File: src/rtl/match_controller.sv
// Round/match sequencer for N-player tank game: countdown, play, round-over, match-over phases.
// Optional PLAY time limit is enabled by defining MATCH_TIMEOUT_EN.
module match_controller #(
    parameter int unsigned NUM_PLAYERS      = 2,
    parameter int unsigned SCORE_W          = 4,
    parameter int unsigned WIN_SCORE        = 5,
    parameter int unsigned COUNTDOWN_FRAMES = 180,
    parameter int unsigned ROUNDOVER_FRAMES = 120,
    parameter int unsigned ROUND_FRAMES     = 3600
) (
    input  logic                            Clk,
    input  logic                            Reset_n,
    input  logic                            frame_tick,
    input  logic                            start,
    input  logic [NUM_PLAYERS-1:0]          hit,
    output logic [2:0]                      state,
    output logic                            play_en,
    output logic                            round_rst,
    output logic [NUM_PLAYERS-1:0]          alive,
    output logic [NUM_PLAYERS*SCORE_W-1:0]  scores,
    output logic [15:0]                     frames_left,
    output logic [7:0]                      round_num,
    output logic                            winner_valid,
    output logic [$clog2(NUM_PLAYERS)-1:0]  winner_id
);

    localparam int unsigned IdW = $clog2(NUM_PLAYERS);
    localparam logic [SCORE_W-1:0] ScoreMax  = '1;
    localparam logic [SCORE_W-1:0] WinScore  = SCORE_W'(WIN_SCORE);
    localparam logic [15:0]        CdLoad    = 16'(COUNTDOWN_FRAMES);
    localparam logic [15:0]        RoLoad    = 16'(ROUNDOVER_FRAMES);
`ifdef MATCH_TIMEOUT_EN
    localparam logic [15:0]        PlayLoad  = 16'(ROUND_FRAMES);
`else
    localparam logic [15:0]        PlayLoad  = 16'd0;
`endif

    // Elaboration-time parameter sanity checks.
    if (NUM_PLAYERS < 2 || NUM_PLAYERS > 8) begin : gen_bad_players
        $error("NUM_PLAYERS must be 2..8");
    end
    if (WIN_SCORE < 1 || WIN_SCORE > (2 ** SCORE_W) - 1) begin : gen_bad_win
        $error("WIN_SCORE out of range for SCORE_W");
    end
    if (COUNTDOWN_FRAMES < 1 || COUNTDOWN_FRAMES > 65535 ||
        ROUNDOVER_FRAMES < 1 || ROUNDOVER_FRAMES > 65535 ||
        ROUND_FRAMES < 1 || ROUND_FRAMES > 65535) begin : gen_bad_frames
        $error("frame counts must be 1..65535");
    end

    typedef enum logic [2:0] {
        StIdle      = 3'd0,
        StCountdown = 3'd1,
        StPlay      = 3'd2,
        StRoundOver = 3'd3,
        StMatchOver = 3'd4
    } state_e;

    state_e                         state_q, state_d;
    logic [15:0]                    frames_q, frames_d;
    logic [NUM_PLAYERS-1:0]         alive_q, alive_d;
    logic [NUM_PLAYERS*SCORE_W-1:0] scores_q, scores_d;
    logic [7:0]                     round_q, round_d;
    logic                           round_rst_q, round_rst_d;
    logic [IdW-1:0]                 winner_q, winner_d;

    logic [NUM_PLAYERS-1:0] next_alive;
    logic [3:0]             live_cnt;
    logic                   win_any;
    logic [IdW-1:0]         win_idx;

    always_comb begin
        next_alive = alive_q & ~hit;
        live_cnt   = 4'd0;
        for (int i = 0; i < NUM_PLAYERS; i++) begin
            live_cnt = live_cnt + 4'(next_alive[i]);
        end
        win_any = 1'b0;
        win_idx = '0;
        for (int i = 0; i < NUM_PLAYERS; i++) begin
            if (scores_q[i*SCORE_W +: SCORE_W] >= WinScore) begin
                win_any = 1'b1;
                win_idx = IdW'(i);
            end
        end
    end

    always_comb begin
        state_d     = state_q;
        frames_d    = frames_q;
        alive_d     = alive_q;
        scores_d    = scores_q;
        round_d     = round_q;
        round_rst_d = 1'b0;
        winner_d    = winner_q;
        case (state_q)
            StIdle, StMatchOver: begin
                if (start) begin
                    state_d     = StCountdown;
                    frames_d    = CdLoad;
                    alive_d     = '1;
                    scores_d    = '0;
                    round_d     = 8'd1;
                    round_rst_d = 1'b1;
                end
            end
            StCountdown: begin
                if (frame_tick) begin
                    if (frames_q <= 16'd1) begin
                        state_d  = StPlay;
                        frames_d = PlayLoad;
                    end else begin
                        frames_d = frames_q - 16'd1;
                    end
                end
            end
            StPlay: begin
                alive_d = next_alive;
                if (live_cnt <= 4'd1) begin
                    // A kill outranks a same-cycle timer expiry; zero survivors is a draw.
                    state_d  = StRoundOver;
                    frames_d = RoLoad;
                    if (live_cnt == 4'd1) begin
                        for (int i = 0; i < NUM_PLAYERS; i++) begin
                            if (next_alive[i] && scores_q[i*SCORE_W +: SCORE_W] != ScoreMax) begin
                                scores_d[i*SCORE_W +: SCORE_W] =
                                    scores_q[i*SCORE_W +: SCORE_W] + 1'b1;
                            end
                        end
                    end
                end
`ifdef MATCH_TIMEOUT_EN
                else if (frame_tick) begin
                    if (frames_q <= 16'd1) begin
                        state_d  = StRoundOver;
                        frames_d = RoLoad;
                    end else begin
                        frames_d = frames_q - 16'd1;
                    end
                end
`endif
            end
            StRoundOver: begin
                if (frame_tick) begin
                    if (frames_q <= 16'd1) begin
                        if (win_any) begin
                            state_d  = StMatchOver;
                            frames_d = 16'd0;
                            winner_d = win_idx;
                        end else begin
                            state_d     = StCountdown;
                            frames_d    = CdLoad;
                            alive_d     = '1;
                            round_d     = round_q + 8'd1;
                            round_rst_d = 1'b1;
                        end
                    end else begin
                        frames_d = frames_q - 16'd1;
                    end
                end
            end
            default: begin
                state_d  = StIdle;
                frames_d = 16'd0;
            end
        endcase
    end

    always_ff @(posedge Clk or negedge Reset_n) begin
        if (!Reset_n) begin
            state_q     <= StIdle;
            frames_q    <= 16'd0;
            alive_q     <= '1;
            scores_q    <= '0;
            round_q     <= 8'd0;
            round_rst_q <= 1'b0;
            winner_q    <= '0;
        end else begin
            state_q     <= state_d;
            frames_q    <= frames_d;
            alive_q     <= alive_d;
            scores_q    <= scores_d;
            round_q     <= round_d;
            round_rst_q <= round_rst_d;
            winner_q    <= winner_d;
        end
    end

    assign state        = state_q;
    assign play_en      = (state_q == StPlay);
    assign round_rst    = round_rst_q;
    assign alive        = alive_q;
    assign scores       = scores_q;
    assign frames_left  = frames_q;
    assign round_num    = round_q;
    assign winner_valid = (state_q == StMatchOver);
    assign winner_id    = winner_q;

endmodule

File: config.mk
export PLATFORM = sky130hd
export DESIGN_NAME = match_controller
export DESIGN_NICKNAME = d
export VERILOG_FILES = /design/src/rtl/match_controller.sv
export SDC_FILE = /design/constraint.sdc
export NUM_CORES = 1
export LEC_CHECK = 0
export ABC_AREA = 0
export CAP_MARGIN = 40
export CORE_MARGIN = 3
export CORE_UTILIZATION = 26
export CTS_CLUSTER_DIAMETER = 120
export DETAILED_ROUTE_END_ITERATION = 12
export PLACE_DENSITY = 0.5
export SLEW_MARGIN = 20
export SYNTH_ARGS = -nofsm -noshare
export SYNTH_HDL_FRONTEND = slang
export SYNTH_SLANG_ARGS = --single-unit
File: constraint.sdc
create_clock -name Clk -period 4.3 [get_ports Clk]
set_clock_uncertainty 0.2 [all_clocks]
set_input_delay 1.075 -clock Clk [delete_from_list [all_inputs] [get_ports Clk]]
set_output_delay 1.075 -clock Clk [all_outputs]
set_load 0.1 [all_outputs]
==> report_table.html <==
<table>
<tr><th>Metric</th><th>Value</th></tr>
<tr><th colspan="2">Die</th></tr>
<tr><td>Initial Utilization</td><td>27.3%</td></tr>
<tr><td>Ports placed on the boundary</td><td>47</td></tr>
<tr><td>Total Die Area</td><td>10,600 um^2</td></tr>
<tr><td>Vert. Die Dim</td><td>around 100 um</td></tr>
<tr><td>Core Box Area</td><td>approximately 8900 um^2</td></tr>
<tr><td>Die Width</td><td>around 100 um</td></tr>
<tr><td>Cell row count</td><td>34</td></tr>
<tr><th colspan="2">Synth</th></tr>
<tr><td>Avg Cell Area, Syn</td><td>8.95 um^2</td></tr>
<tr><td>Gate Count Post-Synth</td><td>between 200 and 300</td></tr>
<tr><td>Count of cell types in the netlist</td><td>56</td></tr>
<tr><td>Sequential cell area fraction in the yosys report</td><td>between 40% and 50%</td></tr>
<tr><td>Share of flip-flops with an asynchronous set or reset</td><td>between 90% and 100%</td></tr>
<tr><td>Number of nets in the synthesized netlist</td><td>slightly below 300</td></tr>
<tr><td>Area of the mapped netlist</td><td>2440 um^2</td></tr>
<tr><td>Primary FF master, synth</td><td>sky130_fd_sc_hd__dfrtp_1</td></tr>
<tr><td>Number of enable flip-flop cells after synthesis</td><td>0</td></tr>
<tr><td>Number of storage elements in the synthesis netlist</td><td>39</td></tr>
<tr><td>Count of warnings emitted by yosys</td><td>0</td></tr>
<tr><th colspan="2">Critical path</th></tr>
<tr><td>CP Data Required Time</td><td>about 4.3 ns</td></tr>
<tr><td>Largest stage delay on the critical path</td><td>~0.47 ns</td></tr>
<tr><td>Crit Path Category</td><td>in -&gt; reg</td></tr>
<tr><td>Arrival time of data at the critical path endpoint</td><td>3.23 ns</td></tr>
<tr><td>Largest fanout on the critical path</td><td>12</td></tr>
<tr><td>Buffering stage count on the worst path with inverters included</td><td>2</td></tr>
<tr><td>Type of destination of the critical path</td><td>flop</td></tr>
<tr><td>CP max stage cell</td><td>sky130_fd_sc_hd__nor3_1</td></tr>
<tr><td>Startpoint type of the worst setup path</td><td>primary input</td></tr>
<tr><td>Crit-path leading delay family</td><td>simple AND/OR/NAND/NOR gates</td></tr>
<tr><td>Crit-path cells</td><td>clkdlybuf4s50_1, nand2b_1, inv_1, ha_1, and3b_1, o31a_1, nor3_1, a22o_1</td></tr>
<tr><th colspan="2">Finish</th></tr>
<tr><td>Final net count</td><td>around 380</td></tr>
<tr><td>Signed area change from the synthesized netlist to the final layout</td><td>51.0%</td></tr>
<tr><td>Number of antenna repair diodes</td><td>0</td></tr>
<tr><td>Fraction of layout instances using a drive strength above 1</td><td>18.9%</td></tr>
<tr><td>Most common cell after layout, fill and taps aside</td><td>sky130_fd_sc_hd__clkdlybuf4s50_1</td></tr>
<tr><td>Most frequent cells in the layout</td><td>42 x sky130_fd_sc_hd__clkdlybuf4s50_1, 37 x sky130_fd_sc_hd__dfrtp_1, 37 x sky130_fd_sc_hd__buf_8</td></tr>
<tr><td>Final Util</td><td>41.3%</td></tr>
<tr><td>Post-route standard cell area excluding fillers</td><td>3690 um^2</td></tr>
<tr><th colspan="2">Flow run</th></tr>
<tr><td>Max_cap viols</td><td>0</td></tr>
<tr><th colspan="2">Timing</th></tr>
<tr><td>Worst slew margin</td><td>a little over half</td></tr>
<tr><td>Worst hold slack across all endpoints</td><td>just over 0.3 ns</td></tr>
<tr><td>Max-slew violation count</td><td>0</td></tr>
<tr><td>Final sum of negative setup slack</td><td>0 ns</td></tr>
<tr><td>Actual transition at the worst max-transition pin</td><td>0.698 ns</td></tr>
<tr><td>Final Hold Violating Endpoints</td><td>0</td></tr>
<tr><td>RSZ-0062 raised after global routing</td><td>no</td></tr>
<tr><td>Setup violation total in the final timing report</td><td>0</td></tr>
<tr><td>Final worst path period need</td><td>3.20 ns</td></tr>
<tr><td>Post-route clock period utilization</td><td>74.5%</td></tr>
<tr><td>Fmax</td><td>around 310 MHz</td></tr>
<tr><th colspan="2">Global route</th></tr>
<tr><td>First-pass GRT wire length</td><td>about 11,000 um</td></tr>
<tr><td>Gr ovfl total</td><td>0</td></tr>
<tr><td>Global Route Usage Sum</td><td>a little over an eighth</td></tr>
<tr><td>Initial antenna violation count</td><td>0</td></tr>
<tr><td>Pin count of the biggest net entering global routing</td><td>29</td></tr>
<tr><td>Via count of the first global-routing pass</td><td>2,303</td></tr>
<tr><th colspan="2">CTS</th></tr>
<tr><td>Root buffer selected by CTS</td><td>sky130_fd_sc_hd__clkbuf_8</td></tr>
<tr><td>Post-CTS setup-driven buffer insertion count</td><td>0</td></tr>
<tr><td>TritonCTS sink count</td><td>39</td></tr>
<tr><td>Post-CTS resize count</td><td>0</td></tr>
<tr><td>H-tree Lvls</td><td>2</td></tr>
<tr><td>Number of hold buffers added after cts</td><td>0</td></tr>
<tr><td>Clock transition at the registers of the reported paths</td><td>about 0.080 ns</td></tr>
<tr><td>Clk buf depth</td><td>2</td></tr>
<tr><td>Number of CTS-inserted buffers</td><td>5</td></tr>
<tr><td>Clock Latency Late Sink</td><td>~0.28 ns</td></tr>
<tr><td>CTS tree</td><td>done</td></tr>
<tr><th colspan="2">Drt</th></tr>
<tr><td>Initial detailed-routing violation count</td><td>68</td></tr>
<tr><td>Number of nets still failing antenna checks after routing</td><td>0</td></tr>
<tr><td># DRC</td><td>0</td></tr>
<tr><td>First-pass DRT Iterations</td><td>4</td></tr>
<tr><td>Number of vias after detailed routing</td><td>between 2k and 2.5k</td></tr>
<tr><td>Avg Vias per Cell</td><td>around 5.0</td></tr>
<tr><td>WL final</td><td>~6800 um</td></tr>
<tr><td>Detail-routed net length per standard cell</td><td>14.6 um</td></tr>
<tr><th colspan="2">Power</th></tr>
<tr><td>Maximum vdd drop</td><td>~0.35 mV</td></tr>
<tr><td>Pleak</td><td>around 0.0016 uW</td></tr>
<tr><td>Power Dens Cells</td><td>~530 nW/um^2</td></tr>
<tr><th colspan="2">Outcome</th></tr>
<tr><td>Run status</td><td>completed</td></tr>
<tr><th colspan="2">Hold path</th></tr>
<tr><td>Worst hold path class</td><td>reg -&gt; reg</td></tr>
<tr><th colspan="2">Placed design</th></tr>
<tr><td>Post-placement cell area</td><td>between 3000 and 4000 um^2</td></tr>
<tr><td>Routability Congestion</td><td>around 0.8</td></tr>
<tr><td>I/O Buffers</td><td>46</td></tr>
<tr><td>Hpwl dp</td><td>around 5200 um</td></tr>
</table>
==> metrics by stage <==
stage                     setup WS (ns)  power [uW]  std cells
after floorplan                   0.536        1300        273
after global placement            0.852        1530        420
after detailed placement          0.811        1740        459
after CTS                         0.950        2000        467
after global routing              0.970        2080        468
final                              1.10        1970        468
==> cells by family (layout without fill, tap and decap cells) <==
logic type      after synthesis  in the layout  share of synthesized area [%]
buf+inv                      25            112                           4.30
mux                           6              6                           2.51
simple gates                117            117                           27.0
fa+ha+maj                    10             10                           5.12
xor+xnor                      6              6                           2.15
compound gates               70             70                           18.9
flops                        39             39                           40.1
==> cells in the mapped netlist (3+ instances only) <==
cell type                   count  area [um^2]
sky130_fd_sc_hd__and2_1         3         18.8
sky130_fd_sc_hd__dfrtp_1       37          926
sky130_fd_sc_hd__nand4_1        3         18.8
sky130_fd_sc_hd__o31ai_1        5         37.5
sky130_fd_sc_hd__mux2i_1        5         50.1
sky130_fd_sc_hd__inv_1         15         56.3
sky130_fd_sc_hd__ha_1          10          125
sky130_fd_sc_hd__nand3_1       17         85.1
sky130_fd_sc_hd__or4_1          3         22.5
sky130_fd_sc_hd__and3_1         6         37.5
sky130_fd_sc_hd__o211ai_1       3         22.5
sky130_fd_sc_hd__a21oi_1       18         90.1
sky130_fd_sc_hd__a2bb2oi_1      4         35.0
sky130_fd_sc_hd__nand2_1       29          109
sky130_fd_sc_hd__buf_2          3         15.0
sky130_fd_sc_hd__nand2b_1       9         56.3
sky130_fd_sc_hd__nor3_1         5         25.0
sky130_fd_sc_hd__nor4_1         4         25.0
sky130_fd_sc_hd__clkbuf_1       6         22.5
sky130_fd_sc_hd__o21ai_0       16         80.1
sky130_fd_sc_hd__xor2_1         6         52.6
sky130_fd_sc_hd__nor2_1        23         86.3
==> worst paths after layout <==
| check | startpoint | end | slack, ns | depth (start not counted) |
|---|---|---|---|---|
| worst max-delay path | hit[0] | frames_left[12]$_DFFE_PN0P_ | 1.10 | 8 |
| worst min-delay path | alive[1]$_DFFE_PN1P_ | alive[1]$_DFFE_PN1P_ | 0.31 | 1 |
| worst max register to register | scores[0]$_DFFE_PN0P_ | round_num[7]$_DFFE_PN0P_ | 1.44 | 6 |
| worst min register to register | alive[1]$_DFFE_PN1P_ | alive[1]$_DFFE_PN1P_ | 0.31 | 1 |
| max in group asynchronous | Reset_n | state[0]$_DFFE_PN0P_ | 2.96 | 2 |
| min in group asynchronous | Reset_n | frames_left[7]$_DFFE_PN0P_ | 0.47 | 1 |
==> power by group <==
group	switching, uW	internal [uW]
clock network	131	114
registers	110	433
logic	766	419
total	1010	967
==> final cells by class <==
type	count	area, um^2
Clock buffer	7	76.3
Clock inverter	1	5.00
Fill cell	886	5250
Inverter	15	56.3
Multi-Input combinational cell	209	1360
Sequential cell	39	978
Tap cell	108	135
Timing Repair Buffer	89	1080
==> per-layer routing <==
layer / wire length (um) / track usage, %
met5: 0 / 0
met4: 40 / 2.99
met3: 260 / 2.64
met2: 3300 / 22.1
met1: 3240 / 18.1
==> state kept, by name (all words and copies together) (netlist names) <==
| name | cells |
|---|---|
| round_rst | 1 |
| state | 3 |
| round_num | 8 |
| frames_left | 16 |
| alive | 2 |
| winner_id | 1 |
| scores | 8 |
==> worst reg2reg max path: cells and delay by family (launching register included) <==
| family | cells | cell delay [ns] |
|---|---|---|
| mux | 1 | 0.37 |
| flops | 1 | 0.46 |
| fa+ha+maj | 1 | 0.22 |
| compound gates | 1 | 0.66 |
| simple gates | 3 | 0.84 |
Note: power is estimated with default switching activity, not from simulation.
